==> config.mk <==
export PLATFORM = sky130hd
export DESIGN_NAME = icache
export DESIGN_NICKNAME = d
export VERILOG_FILES = /design/src/rtl/icache.sv
export SDC_FILE = /design/constraint.sdc
export NUM_CORES = 2
export LEC_CHECK = 0
export CAP_MARGIN = 20
export CORE_MARGIN = 8
export CORE_UTILIZATION = 33
export CTS_BUF_LIST = sky130_fd_sc_hd__clkbuf_4
export DETAILED_ROUTE_END_ITERATION = 12
export SYNTH_ARGS = -nofsm -noshare
export SYNTH_HDL_FRONTEND = slang
export SYNTH_SLANG_ARGS = --single-unit
==> constraint.sdc <==
create_clock -name clk -period 5 [get_ports clk]
set_input_delay 0.75 -clock clk [delete_from_list [all_inputs] [get_ports clk]]
set_output_delay 0.75 -clock clk [all_outputs]
set_load 0.02 [all_outputs]
==> src/rtl/icache.sv <==
`default_nettype none
// ============================================================================
// Module      : icache
// Description : Direct-mapped instruction cache, one 32-bit word per line.
//               Hits return a word one cycle after the request; a miss issues
//               a single word read to the memory unit, holds it until
//               in_mem_ok, then fills the line and forwards the word.
// Ports       : clk, rst (async active-low), ena (global freeze when low)
//               in_clear                    : misbranch flush
//               in_fetcher_ena/_addr        : fetch request
//               out_fetcher_ok/_inst        : one-cycle result pulse
//               out_mem_ena/_addr           : word read request to memory
//               in_mem_ok/_data             : memory read completion
// Revision    : 1.0 - initial release
// ============================================================================
module icache #(
    parameter int INDEX_BITS = 6
) (
    input  logic        clk,
    input  logic        rst,
    input  logic        ena,
    input  logic        in_clear,
    input  logic        in_fetcher_ena,
    input  logic [31:0] in_fetcher_addr,
    output logic        out_fetcher_ok,
    output logic [31:0] out_fetcher_inst,
    output logic        out_mem_ena,
    output logic [31:0] out_mem_addr,
    input  logic        in_mem_ok,
    input  logic [31:0] in_mem_data
);

    localparam int LINES = 1 << INDEX_BITS;
    localparam int TAG_W = 30 - INDEX_BITS;

    typedef enum logic [0:0] {
        S_IDLE = 1'b0,
        S_MISS = 1'b1
    } state_t;

    state_t            state_q, state_d;
    logic              fetcher_ok_q, fetcher_ok_d;
    logic [31:0]       fetcher_inst_q, fetcher_inst_d;
    logic              mem_ena_q, mem_ena_d;
    logic [31:0]       mem_addr_q, mem_addr_d;

    logic [LINES-1:0]  valid_q;
    logic [TAG_W-1:0]  tag_q  [LINES];
    logic [31:0]       data_q [LINES];

    logic [INDEX_BITS-1:0] req_idx;
    logic [TAG_W-1:0]      req_tag;
    logic [INDEX_BITS-1:0] fill_idx;
    logic [TAG_W-1:0]      fill_tag;
    logic                  hit;
    logic                  fill_we;

    // Byte-offset bits of the request never select anything.
    logic unused_addr_bits;
    assign unused_addr_bits = ^in_fetcher_addr[1:0];

    assign req_idx  = in_fetcher_addr[INDEX_BITS+1:2];
    assign req_tag  = in_fetcher_addr[31:INDEX_BITS+2];
    // The outstanding read address doubles as the latched miss address.
    assign fill_idx = mem_addr_q[INDEX_BITS+1:2];
    assign fill_tag = mem_addr_q[31:INDEX_BITS+2];
    assign hit      = valid_q[req_idx] && (tag_q[req_idx] == req_tag);

    always_comb begin
        state_d        = state_q;
        fetcher_ok_d   = fetcher_ok_q;
        fetcher_inst_d = fetcher_inst_q;
        mem_ena_d      = mem_ena_q;
        mem_addr_d     = mem_addr_q;
        fill_we        = 1'b0;

        if (ena) begin
            fetcher_ok_d = 1'b0;
            case (state_q)
                S_IDLE: begin
                    // in_mem_ok is deliberately ignored here.
                    if (in_clear) begin
                        mem_ena_d = 1'b0;
                    end else if (in_fetcher_ena) begin
                        if (hit) begin
                            fetcher_ok_d   = 1'b1;
                            fetcher_inst_d = data_q[req_idx];
                        end else begin
                            mem_ena_d  = 1'b1;
                            mem_addr_d = {in_fetcher_addr[31:2], 2'b00};
                            state_d    = S_MISS;
                        end
                    end
                end
                S_MISS: begin
                    if (in_mem_ok) begin
                        // A flush still keeps the returned word; only the
                        // response to the fetcher is dropped.
                        fill_we   = 1'b1;
                        mem_ena_d = 1'b0;
                        state_d   = S_IDLE;
                        if (!in_clear) begin
                            fetcher_ok_d   = 1'b1;
                            fetcher_inst_d = in_mem_data;
                        end
                    end else if (in_clear) begin
                        mem_ena_d = 1'b0;
                        state_d   = S_IDLE;
                    end
                end
                default: begin
                    mem_ena_d = 1'b0;
                    state_d   = S_IDLE;
                end
            endcase
        end
    end

    always_ff @(posedge clk or negedge rst) begin
        if (!rst) begin
            state_q        <= S_IDLE;
            fetcher_ok_q   <= 1'b0;
            fetcher_inst_q <= 32'h0;
            mem_ena_q      <= 1'b0;
            mem_addr_q     <= 32'h0;
            valid_q        <= '0;
        end else begin
            state_q        <= state_d;
            fetcher_ok_q   <= fetcher_ok_d;
            fetcher_inst_q <= fetcher_inst_d;
            mem_ena_q      <= mem_ena_d;
            mem_addr_q     <= mem_addr_d;
            if (fill_we) begin
                valid_q[fill_idx] <= 1'b1;
            end
        end
    end

    // Tag and data storage carry no reset; valid bits gate their use.
    always_ff @(posedge clk) begin
        if (fill_we) begin
            tag_q[fill_idx]  <= fill_tag;
            data_q[fill_idx] <= in_mem_data;
        end
    end

    assign out_fetcher_ok   = fetcher_ok_q;
    assign out_fetcher_inst = fetcher_inst_q;
    assign out_mem_ena      = mem_ena_q;
    assign out_mem_addr     = mem_addr_q;

endmodule
`default_nettype wire
==> metrics.txt <==
Synth Flop Type edfxtp_1; status complete, no violations; Non-Filler Instances 13640; hold path start in_mem_data[13]; static leakage 53.55 nW; setup TNS 0 ns; worst-path fanout max 66; GPL Wtd Cong 0.7761; worst path arrival time 3.63 ns; crit path time final 4.382 ns; flops & latches, synth 3713; worst path bufs/invs 1; Root Driver clkbuf_4; Post-Syn Instances 6170; Async SR Flop Fraction 3.474%; total gr overflow 0; syn avg cell area 23.09 sq um; cell area after placement 154000 sq um; TritonRoute pass-1 iters 5; Clock Tree Buf Depth 4; CP Launch Type register; cts bufs inserted 876; Reg-to-Reg Start tag_q[7][13]; worst r2r path cells 13; Placement Setup Slack -0.05896 ns; vias post-DR 73960; die area 453000 sq um; Setup Crit Path Kind reg2out; FMAX 0.2282 GHz; share of cells above drive strength 1 36.72%; Starting Density 33.11%; Setup crit end kind output pin; CP peak stage delay 1.07 ns; GRT Util Overall 18.02%; Final ANT Viol Nets 0; Fillers 38520; pwr dens 389.7 nW/um^2; Clock Skew 0.1120 ns; slowest CP cell dfrtp_2; die width 673.1 um; DP HPWL 220.1 mm; crit-path leading delay family flip-flops; CP Data Required Time 4.25 ns; initial antenna violation count 25; num rows 241; Core ar. 430300 sq um; DRT iter0 DRCs 9364; RSZ-0062 raised after global routing no; post-synthesis cell area 142500 sq um; # IOs 136; Resize count post-CTS 0; Cell Chain, Critical Path clkdlybuf4s50_1; Cells after DPL 12030; Routed WL 420.9 mm; post-CTS setup buffers 0; DRC 0; max_cap viols 0; synthesis-to-layout area growth 16.42%; CTS tree done; vias in the first global route 75260; Worst Hold Depth 2; RR Endpoint out_mem_addr[18]; NumNets Final 7344; Worst Hold End data_q[2][13]; Slew Viols, Final 0; global-route wire length before repair 582.1 mm; port bufs 131; Worst-path clk slew 0.07 ns; synth unique cells 67; Final Util 38.55%; pin count of the biggest net entering global routing 116; Final Worst Setup Slack 0.6179 ns; Yosys Warn Count 0; vias per cell 5.423; clk_lat worst skew 1.56 ns; wire per inst 30.86 um; maximum VDD drop 0.2241 mV; # setup viols final 0; Final Cell Area 165900 sq um; die span in y 673.1 um; period utilisation layout 87.64%; r2r setup slk 1.00 ns; Max-Slew Margin vs Limit 24.48%; Hold WS 0.2269 ns; worst-margin pin slew 1.133 ns; Design Power 64.63 mW; EDFF count, synth 3584; sequential area share after synthesis 77.81%; htree depth 6; clk sinks 3713; Hold Crit Class in2reg; Fin. Hold Viols 0
[area by class of cell]
type | instances | area [sq um] | share of cell area [%]
antenna | 15 | 37.54 | 0.02263
clock buffer | 1273 | 9557 | 5.762
clock inverter | 243 | 1479 | 0.8916
inverter | 6 | 25.02 | 0.01509
multi-input combinational | 2116 | 30420 | 18.34
sequential | 3713 | 110900 | 66.85
tap | 5710 | 7144 | 4.307
timing repair buffer | 561 | 6321 | 3.811
[state kept, by name, indices dropped and copies added, names as in the netlist]
register          count
out_mem_ena           1
data_q             2048
tag_q              1536
valid_q              64
out_mem_addr         30
out_fetcher_inst     32
state_q               1
out_fetcher_ok        1
[cell usage in the layout (no fill, tap or decap), types with 37 or more instances in the layout]
cell and instances:
clkbuf_4 1273, buf_12 138, nor2_4 65, buf_4 228
nand3_1 79, a22oi_1 154, mux4_2 917, or2_2 64
nor2_1 37, clkdlybuf4s50_1 92, mux2_2 42, nand2_1 80
dlygate4sd3_1 64, dfrtp_1 106, mux2i_1 322, edfxtp_1 3584
clkinv_1 176
[cells by family after synthesis]
logic type	after synthesis	synth area share, %
flops	3713	77.81
mux	1338	17.62
simple gates	441	1.604
buf+inv	342	1.215
compound gates	309	1.596
xor+xnor	26	0.1598
other cells	1	0.002632
[routing by layer]
metal / wire length, um / share of wire (%) / up-vias / GRT usage (%)
met4: 12830 / 3.0 / 8 / 5.836
met3: 37920 / 9.0 / 703 / 3.626
met5: 57 / 0.014 / - / 0
li1: - / - / 29140 / -
met1: 166100 / 39 / 40080 / 24.13
met2: 204000 / 48 / 4027 / 29.57
[Yosys cell counts, types with 19 or more instances]
cell type	n	area, sq um
a22oi_1	154	1156
nand2_1	80	300.3
clkbuf_1	140	525.5
mux2_1	28	315.3
mux2_2	42	473.0
edfxtp_1	3584	107600
o21ai_0	19	95.09
buf_2	115	575.6
mux2i_1	322	3223
a21oi_1	29	145.1
buf_6	24	270.3
nand3_1	79	395.4
or2_2	64	400.4
nand4_1	21	131.4
buf_4	24	180.2
buf_1	30	112.6
mux2_4	29	435.4
nor2_1	102	382.9
dfrtp_1	129	3228
mux4_2	917	20650
[worst max-delay path by stage]
| stage | startpoint | endpoint | depth (start not counted) |
|---|---|---|---|
| 6_report | out_mem_addr[17] | out_mem_addr[17] | 1 |
| 4_1_cts | out_mem_addr[17] | out_mem_addr[17] | 1 |
| 3_3_place_gp | in_fetcher_addr[2] | out_mem_addr[2] | 16 |
| 3_5_place_dp | in_fetcher_addr[3] | out_mem_addr[3] | 13 |
| 5_1_grt | out_mem_addr[17] | out_mem_addr[17] | 1 |
| 2_1_floorplan | in_fetcher_addr[2] | out_fetcher_inst[29] | 14 |
[where the power goes]
part	internal, mW	switching (mW)
Combinational	1.82	2.54
Sequential	35.2	0.700
Clock	12.4	11.9
[timing repair]
action	CTS	global route
endpoints found under the hold margin	2205	2
hold buffers	64	1
setup endpoints to repair	0	0
Power figures use the tool's default switching activity.
